File: src/rtl/alu_pkg.sv
// Shared definitions for the ALU execution back-end and its controller.
//   alu_op_e       : opcode encoding, 4'h0..4'hE operations, 4'hF = no operation
//   Sel*           : operation-class codes carried on the Select bus
//   exec_state_e   : execution FSM states
//   expected_sel() : operation class that a given opcode must arrive with
package alu_pkg;

  typedef enum logic [3:0] {
    OpTransfer = 4'h0,
    OpInc      = 4'h1,
    OpAdd      = 4'h2,
    OpSub      = 4'h3,
    OpDec      = 4'h4,
    OpNot      = 4'h5,
    OpAnd      = 4'h6,
    OpNand     = 4'h7,
    OpOr       = 4'h8,
    OpNor      = 4'h9,
    OpXor      = 4'hA,
    OpXnor     = 4'hB,
    OpGt       = 4'hC,
    OpLt       = 4'hD,
    OpEq       = 4'hE,
    OpNop      = 4'hF
  } alu_op_e;

  localparam logic [2:0] SelTransfer = 3'b000;
  localparam logic [2:0] SelArith    = 3'b001;
  localparam logic [2:0] SelLogic    = 3'b010;
  localparam logic [2:0] SelCompare  = 3'b011;
  localparam logic [2:0] SelIdle     = 3'b100;

  typedef enum logic [1:0] {
    StIdle = 2'd0,
    StExec = 2'd1,
    StDone = 2'd2
  } exec_state_e;

  // Class grouping follows the controller's Select encoding, which puts AND
  // with the arithmetic group and starts the logic group at NAND.
  function automatic logic [2:0] expected_sel(alu_op_e op);
    logic [2:0] sel;
    if (op == OpTransfer) begin
      sel = SelTransfer;
    end else if (op <= OpAnd) begin
      sel = SelArith;
    end else if (op <= OpXnor) begin
      sel = SelLogic;
    end else if (op <= OpEq) begin
      sel = SelCompare;
    end else begin
      sel = SelIdle;
    end
    return sel;
  endfunction

endpackage

File: src/rtl/alu_exec_core.sv
// Combinational ALU datapath: opcode + operands -> result and status flags.
//   op_i     : operation to perform (OpNop yields zero)
//   a_i, b_i : 8-bit operands
//   result_o : 8-bit result
//   c_o      : carry (add/inc) or borrow (sub/dec), 0 otherwise
//   v_o      : two's-complement overflow for inc/add/sub/dec, 0 otherwise
//   z_o, n_o : result zero / result bit 7, valid for every opcode
module alu_exec_core
  import alu_pkg::*;
(
  input  alu_op_e    op_i,
  input  logic [7:0] a_i,
  input  logic [7:0] b_i,
  output logic [7:0] result_o,
  output logic       c_o,
  output logic       v_o,
  output logic       z_o,
  output logic       n_o
);

  logic [8:0] sum;
  logic [8:0] diff;
  logic [8:0] dec;

  // Bit 8 of the 9-bit difference is the borrow, i.e. a < subtrahend.
  assign sum  = {1'b0, a_i} + {1'b0, b_i};
  assign diff = {1'b0, a_i} - {1'b0, b_i};
  assign dec  = {1'b0, a_i} - 9'd1;

  always_comb begin
    result_o = 8'h00;
    c_o      = 1'b0;
    v_o      = 1'b0;
    case (op_i)
      OpTransfer: result_o = a_i;
      OpInc, OpAdd: begin
        result_o = sum[7:0];
        c_o      = sum[8];
        v_o      = (a_i[7] == b_i[7]) && (sum[7] != a_i[7]);
      end
      OpSub: begin
        result_o = diff[7:0];
        c_o      = diff[8];
        v_o      = (a_i[7] != b_i[7]) && (diff[7] != a_i[7]);
      end
      OpDec: begin
        result_o = dec[7:0];
        c_o      = dec[8];
        // Only 8'h80 - 1 overflows.
        v_o      = a_i[7] && !dec[7];
      end
      OpNot:  result_o = ~a_i;
      OpAnd:  result_o = a_i & b_i;
      OpNand: result_o = ~(a_i & b_i);
      OpOr:   result_o = a_i | b_i;
      OpNor:  result_o = ~(a_i | b_i);
      OpXor:  result_o = a_i ^ b_i;
      OpXnor: result_o = ~(a_i ^ b_i);
      OpGt:   result_o = {7'd0, a_i > b_i};
      OpLt:   result_o = {7'd0, a_i < b_i};
      OpEq:   result_o = {7'd0, a_i == b_i};
      default: result_o = 8'h00;
    endcase
    z_o = (result_o == 8'h00);
    n_o = result_o[7];
  end

endmodule

File: src/rtl/alu_exec_unit.sv
// ALU execution back-end: accepts one opcode/operand transaction, executes it
// and returns a registered result with flags over a valid/ready handshake.
//   Clk, Reset          : clock (rising edge), async active-low reset
//   Controller_Output   : opcode, 4'hF = no operation
//   dataA, dataB        : operands
//   Select              : operation class from the controller
//   Result_Ready        : downstream accepts the result
//   Result, Flag_C/V/Z/N: registered result and status flags
//   Result_Valid        : result and flags valid (DONE state)
//   Sel_Err             : latched Select disagreed with the opcode's class
//   Busy                : a transaction is in flight
//   Op_Count            : completed handshakes, wraps
// Optional feature macro: ALU_SELECT_CHECK_EN enables the Select class check;
// when undefined, Select is ignored and Sel_Err stays 0.
module alu_exec_unit
  import alu_pkg::*;
#(
  parameter int unsigned OPCNT_W = 16
) (
  input  logic               Clk,
  input  logic               Reset,
  input  logic [3:0]         Controller_Output,
  input  logic [7:0]         dataA,
  input  logic [7:0]         dataB,
  input  logic [2:0]         Select,
  input  logic               Result_Ready,
  output logic [7:0]         Result,
  output logic               Result_Valid,
  output logic               Flag_C,
  output logic               Flag_V,
  output logic               Flag_Z,
  output logic               Flag_N,
  output logic               Sel_Err,
  output logic               Busy,
  output logic [OPCNT_W-1:0] Op_Count
);

  exec_state_e        state_q;
  alu_op_e            op_q;
  logic [7:0]         a_q;
  logic [7:0]         b_q;
  logic [7:0]         result_q;
  logic               c_q, v_q, z_q, n_q;
  logic               valid_q;
  logic               sel_err_q;
  logic               busy_q;
  logic [OPCNT_W-1:0] op_count_q;

  alu_op_e    new_op;
  logic       handshake;
  logic       accept;
  logic [7:0] core_result;
  logic       core_c, core_v, core_z, core_n;
  logic       sel_mismatch;

  assign new_op    = alu_op_e'(Controller_Output);
  assign handshake = (state_q == StDone) && Result_Ready;
  // New work is taken only when idle or in the same edge as a handshake.
  assign accept    = (new_op != OpNop) && ((state_q == StIdle) || handshake);

`ifdef ALU_SELECT_CHECK_EN
  logic [2:0] sel_q;

  always_ff @(posedge Clk or negedge Reset) begin
    if (!Reset) begin
      sel_q <= SelIdle;
    end else if (accept) begin
      sel_q <= Select;
    end
  end

  assign sel_mismatch = (sel_q != expected_sel(op_q));
`else
  logic unused_select;
  assign unused_select = ^Select;
  assign sel_mismatch  = 1'b0;
`endif

  alu_exec_core u_core (
    .op_i     (op_q),
    .a_i      (a_q),
    .b_i      (b_q),
    .result_o (core_result),
    .c_o      (core_c),
    .v_o      (core_v),
    .z_o      (core_z),
    .n_o      (core_n)
  );

  always_ff @(posedge Clk or negedge Reset) begin
    if (!Reset) begin
      state_q    <= StIdle;
      op_q       <= OpNop;
      a_q        <= 8'h00;
      b_q        <= 8'h00;
      result_q   <= 8'h00;
      c_q        <= 1'b0;
      v_q        <= 1'b0;
      z_q        <= 1'b0;
      n_q        <= 1'b0;
      valid_q    <= 1'b0;
      sel_err_q  <= 1'b0;
      busy_q     <= 1'b0;
      op_count_q <= '0;
    end else begin
      if (accept) begin
        op_q <= new_op;
        a_q  <= dataA;
        b_q  <= dataB;
      end
      case (state_q)
        StIdle: begin
          if (accept) begin
            state_q <= StExec;
            busy_q  <= 1'b1;
          end
        end
        StExec: begin
          result_q  <= core_result;
          c_q       <= core_c;
          v_q       <= core_v;
          z_q       <= core_z;
          n_q       <= core_n;
          sel_err_q <= sel_mismatch;
          valid_q   <= 1'b1;
          state_q   <= StDone;
        end
        StDone: begin
          if (handshake) begin
            op_count_q <= op_count_q + {{(OPCNT_W-1){1'b0}}, 1'b1};
            valid_q    <= 1'b0;
            if (accept) begin
              state_q <= StExec;
            end else begin
              state_q <= StIdle;
              busy_q  <= 1'b0;
            end
          end
        end
        default: begin
          state_q <= StIdle;
          valid_q <= 1'b0;
          busy_q  <= 1'b0;
        end
      endcase
    end
  end

  assign Result       = result_q;
  assign Result_Valid = valid_q;
  assign Flag_C       = c_q;
  assign Flag_V       = v_q;
  assign Flag_Z       = z_q;
  assign Flag_N       = n_q;
  assign Sel_Err      = sel_err_q;
  assign Busy         = busy_q;
  assign Op_Count     = op_count_q;

endmodule

File: config.mk
export PLATFORM = sky130hd
export DESIGN_NAME = alu_exec_unit
export DESIGN_NICKNAME = d
export VERILOG_FILES = /design/src/rtl/alu_pkg.sv /design/src/rtl/alu_exec_core.sv /design/src/rtl/alu_exec_unit.sv
export SDC_FILE = /design/constraint.sdc
export NUM_CORES = 1
export LEC_CHECK = 0
export ABC_AREA = 0
export CAP_MARGIN = 10
export CORE_MARGIN = 3
export CORE_UTILIZATION = 50
export DETAILED_ROUTE_END_ITERATION = 8
export GPL_TIMING_DRIVEN = 1
export PLACE_DENSITY = 0.7
export SLEW_MARGIN = 30
export SYNTH_ARGS = -nofsm -noshare
export SYNTH_HDL_FRONTEND = slang
export SYNTH_HIERARCHICAL = 1
export SYNTH_SLANG_ARGS = --single-unit
File: constraint.sdc
create_clock -name Clk -period 3.7 [get_ports Clk]
set_input_delay 0.74 -clock Clk [delete_from_list [all_inputs] [get_ports Clk]]
set_output_delay 0.74 -clock Clk [all_outputs]
set_load 0.01 [all_outputs]
==> out/qor.yml, run 1 <==
finalWorstPathRequiredPeriod_ns: 3.054
post-cts-setup-buffers: 0
start_kind: "register"
global_route_track_usage_on_met2_pct: 33.92
vias_in_the_first_global_route: 3300
layout-drive-gt1-share_pct: 13.82
synth_top_cells_by_count: "48 x dfrtp_1, 32 x mux2_2, 30 x nor2_1"
cp.required_ns: 3.91
synth.distinct_cells: 69
placement_rows: 31
grt_max_degree: 50
ys_seq_elements: 52
dominant_combinational_cell_family_by_area_after_synthesis: "simple AND/OR/NAND/NOR gates"
postSynth.asyncResetShare_pct: 100.0
area.sequential_sq_mm: 0.001306
critPathMaxFanout: 9
coreArea_sq_mm: 0.007447
total_area_of_multi_input_combinational_cells_sq_mm: 0.002392
power_per_unit_of_standard_cell_area_mw_per_mm2: 1010
via_count: 3446
grt.busiest_layer: "met2"
worstSkewPairLatency_ns: 0.31
drcViolationCount: 0
yosysWarningCount: 6
drv_slew: 0
final.hold.worst_slack_ns: 0.4440
htree_levels: 2
insertedDiodeCount: 0
pre_cts_slack_ns: 0.7302
post_synth_main_area_contributors: "dfrtp_1 31%, mux2_2 9.2%, ha_1 8.6%"
drt_pass1_iterations: 5
fraction_of_met1_tracks_used_by_global_routing_pct: 33.37
ctsResizeCount: 0
route.antenna.remaining_nets: 0
report.final.hold_viol_count: 0
cts-buffers-inserted: 5
synthesis.instances: 422
grt_use_met3_pct: 6.056
number_of_enable_flip_flop_cells_after_synthesis: 0
wl_um: 9944
yosys_most_used_dff: "dfrtp_1"
synth_simple_gate_area_share_pct: 18.50
rsz0062_at_grt: "no"
fin_total_pwr_uw: 4661
final.setup.worst_slack_ns: 0.6461
cts-root-to-sink-buffers: 2
numPortBuffers: 52
grt_pass1_wl_um: 16380
global_route.overflow_total: 0
antenna_found_initial: 0
dpl.hpwl_um: 7478
cp.arrival_ns: 3.26
gr-usage-all-layers_pct: 23.07
finalSetupTns_ns: 0
floorplan.initialDensity_pct: 52.67
irDropWorstVdd_v: 0.0005077
fp.dieW_um: 94.57
syn_to_final_growth_pct: 17.70
max_clock_freq_mhz: 327.5
max_slew.worst_pin.slew_ns: 0.8398
place_congestion: 0.9772
cts_hold_buffers: 0
synth.net_count: 477
maxSlewHeadroom_pct: 43.58
layout.nets: 517
yosysMostFrequentCell: "dfrtp_1"
post_synth_xor_area_fraction_pct: 4.466
final_worst_path_cycle_share_pct: 82.54
drt_iter0_markers: 286
path_class: "reg2reg"
clock_tree.root_cell: "clkbuf_8"
synth.top_cell.area_share_pct: 30.62
syn_area_sq_mm: 0.003923
yosysTopAreaCell: "dfrtp_1"
clock_tree_from_tritoncts: "built"
number_of_maximum_capacitance_violations: 0
synth_fa_ha_area_share_pct: 9.633
die-height_um: 94.57
result_of_the_run: "finished clean"
sinks_on_the_clock_net: 52
cp-end-kind: "register"
syn-mean-instance-area_sq_um: 9.295
io_pins: 57
routed_via_density: 6.132
report.final.setup_viol: 0
clkSlewWorstSetupHoldPaths_ns: 0.11
synth_seq_area_share_pct: 33.30
static-leakage-power_uw: 0.002004
fin_skew_ns: 0.01135
post_synth_mux_area_share_pct: 10.21
nFillCells: 654
utilization_pct: 62.00
wire_length_per_cell_um: 17.69
synth_compound_gate_area_share_pct: 17.89
floorplan_die_area_sq_mm: 0.008943
worstHoldPathType: "in2async"
critical path, cell delays in order, from the launching register on:
cell	delay, ns
dfrtp_1	0.51
inv_1	0.08
ha_1	0.44
nor3_1	0.35
nor2b_1	0.22
nor2_1	0.11
o31ai_1	0.29
nand2_1	0.10
a32oi_1	0.35
and4bb_1	0.25
mux2_2	0.25
metrics by stage:
stage | cell area [sq um] | std cells
after floorplan | 3923 | 422
after global placement | 4497 | 554
after detailed placement | 4502 | 554
after CTS | 4617 | 562
after global routing | 4617 | 562
final | 4617 | 562
flip-flops by register name, indices dropped and copies added (netlist names):
signal,flops
op_q,4
Flag_Z,1
state_q,2
b_q,8
Result_Valid,1
Flag_C,1
Flag_V,1
Flag_N,1
Result,8
Busy,1
Op_Count,16
a_q,8
final timing paths:
check                              from            to  slack (ns)  cells after the start
max                              a_q[3]        Flag_Z        0.65                     10
min                               Reset   Op_Count[4]        0.44                      1
max reg2reg                      a_q[3]        Flag_Z        0.65                     10
min reg2reg                Op_Count[15]  Op_Count[15]        0.48                      1
max in group asynchronous         Reset       op_q[2]        2.64                      2
min in group Clk           Op_Count[15]  Op_Count[15]        0.48                      1
per-layer routing:
layer  vias to the layer above  wire length (um)
li1                       1617                 -
met1                      1651              4469
met2                       157              4408
met3                        21               863
met4                         0               204
met5                         -                 0
layout by cell type (no fill, tap or decap), types with 5 or more instances in the layout:
cell type	synthesis	final
o21ai_0	12	12
ha_1	27	27
xnor2_1	11	11
nand2b_1	7	7
xor2_1	9	9
nor2b_1	7	6
clkdlybuf4s50_1	0	51
nor3_1	14	13
buf_4	3	10
dfrtp_1	48	48
clkbuf_8	0	5
a211oi_1	5	5
a31oi_1	8	8
nand4_1	5	5
nor2_1	30	30
mux2_2	32	32
nand3_1	14	14
o221ai_1	6	6
a21oi_1	15	15
nand2_1	28	28
inv_1	24	24
logic make-up (layout without fill, tap and decap cells):
group                    count (synthesis)  after routing
adder cells (fa/ha/maj)                 29             29
AND/OR/NAND/NOR                        134            134
AO/OA/AOI/OAI                           97             97
buffers and inverters                   53             94
multiplexers                            36             36
XOR/XNOR                                20             20
other                                    1              1
flip-flops                              52             52
power by group:
| part | internal [uW] | leakage, uW | switching [uW] |
|---|---|---|---|
| sequential | 811 | 0.000636 | 346 |
| combinational | 1400 | 0.00131 | 1700 |
| clock | 205 | 0.0000600 | 204 |
| total | 2410 | 0.00200 | 2250 |
area by class of cell:
class | instances | share of cell area, %
multi-input cells | 317 | 51.82
flip-flops and latches | 52 | 28.29
repair buffers | 61 | 12.68
well taps | 99 | 2.683
inverters | 25 | 2.033
clock buffers | 5 | 1.491
clock inverters | 3 | 1.003
Power figures use the tool's default switching activity.
==> run 2, diff against run 1 <==
==> constraint.sdc (replaced) <==
create_clock -name Clk -period 2.93 [get_ports Clk]
set_input_delay 0.586 -clock Clk [delete_from_list [all_inputs] [get_ports Clk]]
set_output_delay 0.586 -clock Clk [all_outputs]
set_load 0.01 [all_outputs]
==> out/qor.yml, run 2 (synthesis gave the netlist of run 1 again) <==
result_of_the_run: "finished clean"
wire_length_per_cell_um: 18.77
critPathMaxFanout: 5
floorplan_die_area_sq_mm: 0.008943
finalWorstPathRequiredPeriod_ns: 2.766
global_route.overflow_total: 0
gr-usage-all-layers_pct: 25.36
report.final.setup_viol: 0
finalSetupTns_ns: 0
placement_rows: 31
vias_in_the_first_global_route: 3404
cts-buffers-inserted: 5
cpPeakStageDelay_ns: 0.44
static-leakage-power_uw: 0.002101
setup.reg_to_reg.worst_slack_ns: 0.16
cts-root-to-sink-buffers: 2
layout-drive-gt1-share_pct: 18.35
drv_slew: 0
clkSlewWorstSetupHoldPaths_ns: 0.10
clock_tree_from_tritoncts: "built"
insertedDiodeCount: 0
irDropWorstVdd_v: 0.0007793
post_layout_nonfiller_instances: 584
critPathBufInv: 1
dpl.hpwl_um: 8544
place_area_sq_mm: 0.004674
routed_via_density: 6.074
report.final.hold_viol_count: 0
critPathSlowestCell: "dfrtp_1"
drt_pass1_iterations: 5
place_congestion: 1.030
max_clock_freq_mhz: 361.5
cp-end-kind: "register"
drcViolationCount: 0
nFillCells: 632
fp.dieW_um: 94.57
antenna_found_initial: 0
grt_max_degree: 53
wl_um: 10960
floorplan.initialDensity_pct: 52.67
sinks_on_the_clock_net: 52
die-height_um: 94.57
rsz0062_at_grt: "no"
worstSkewPairLatency_ns: 0.30
most_common_cell_after_layout_fill_and_taps_aside: "clkdlybuf4s50_1"
worstHoldPathType: "in2async"
maxSlewHeadroom_pct: 56.29
numPortBuffers: 52
syn_to_final_growth_pct: 21.98
htree_levels: 2
drt_iter0_markers: 327
timing.critical_path.cells: "inv_1, ha_1, fa_1, o21bai_1, a21oi_1, o221a_1, o211ai_1, nor4_1, and4bb_1, mux2_2"
max_slew.worst_pin.slew_ns: 0.6557
coreArea_sq_mm: 0.007447
worstReg2RegEnd: "Flag_Z"
reg2reg_depth: 10
grt_pass1_wl_um: 17570
utilization_pct: 64.25
number_of_maximum_capacitance_violations: 0
io_pins: 57
fin_total_pwr_uw: 6203
fin_skew_ns: 0.004419
post-cts-setup-buffers: 0
path_class: "reg2reg"
layout.nets: 539
numPlacedInstances: 576
final_worst_path_cycle_share_pct: 94.41
route.antenna.remaining_nets: 0
via_count: 3547
start_kind: "register"
dominant_delay_contributor_by_cell_family_on_the_critical_path: "compound AO/OA/AOI/OAI gates"
clock_tree.root_cell: "clkbuf_8"
cp.arrival_ns: 2.96
worstReg2RegStart: "a_q[0]"
cp.required_ns: 3.13
power_per_unit_of_standard_cell_area_mw_per_mm2: 1296
non_filler_cell_area_final_sq_mm: 0.004785
layout.cells.most_common_list: "51 x clkdlybuf4s50_1, 47 x dfrtp_1, 32 x mux2_2, 30 x nor2_1, 30 x buf_4"
flip_flop_count_of_the_largest_register_after_layout: 16
## run 2: cell count changes in the layout (fill, tap and decap cells not counted), sizes merged
cell / previous run / this run
bufinv: 1 / 0
clkbuf: 5 / 6
buf: 10 / 32
## run 2: area by class of cell
cell class	count	area, sq um	share of cell area (%)
repair buffers	83	760.7	15.90
well taps	99	123.9	2.589
inverters	25	93.84	1.961
clock buffers	6	72.57	1.517
flip-flops and latches	52	1308	27.33
clock inverters	2	13.76	0.2877
multi-input cells	317	2412	50.42
## run 2: worst reg2reg max path, cell delays in order (launching register included)
cell      delay, ns
dfrtp_1        0.44
inv_1          0.12
ha_1           0.24
fa_1           0.43
o21bai_1       0.17
a21oi_1        0.15
o221a_1        0.25
o211ai_1       0.28
nor4_1         0.11
and4bb_1       0.22
mux2_2         0.25
## run 2: stage by stage
step	setup WS (ns)	hold WS, ns
after floorplan	0.2865	0.2904
after global placement	0.1583	0.4614
after detailed placement	0.05836	0.4677
after CTS	0.03751	0.4090
after global routing	0.01757	0.4424
final	0.1639	0.3769
## run 2: worst max path at each step
stage,cells past startpoint,startpoint,endpoint,slack [ns]
after floorplan,11,a_q[5],Flag_Z,0.29
after global placement,11,a_q[1],Flag_Z,0.16
after detailed placement,10,b_q[3],Flag_Z,0.06
after CTS,10,b_q[3],Flag_Z,0.04
after global routing,10,b_q[3],Flag_Z,0.02
final,10,a_q[0],Flag_Z,0.16
## run 2: what timing repair did
action                                  4_1_cts  5_1_grt
endpoints found under the setup margin        0        1
resized for setup                             0        5
hold buffers                                  0        0
## run 2: report_power, final
group,internal [uW],leakage [uW],switching (uW),total (uW)
Sequential,1030,0.000635,314,1340
Combinational,2030,0.00142,2420,4450
Clock,171,0.0000456,244,415
Total,3220,0.00210,2980,6200
## run 2: metal layers
layer  wire [um]  part of all wire (%)  up-vias  global-route usage [%]
met5           0                     0        -                       0
met4         188                   1.7        0                   6.130
met3         906                   8.3       18                   5.100
met2        4965                    45      164                   39.24
met1        4899                    45     1712                   36.47
li1            -                     -     1653                       -
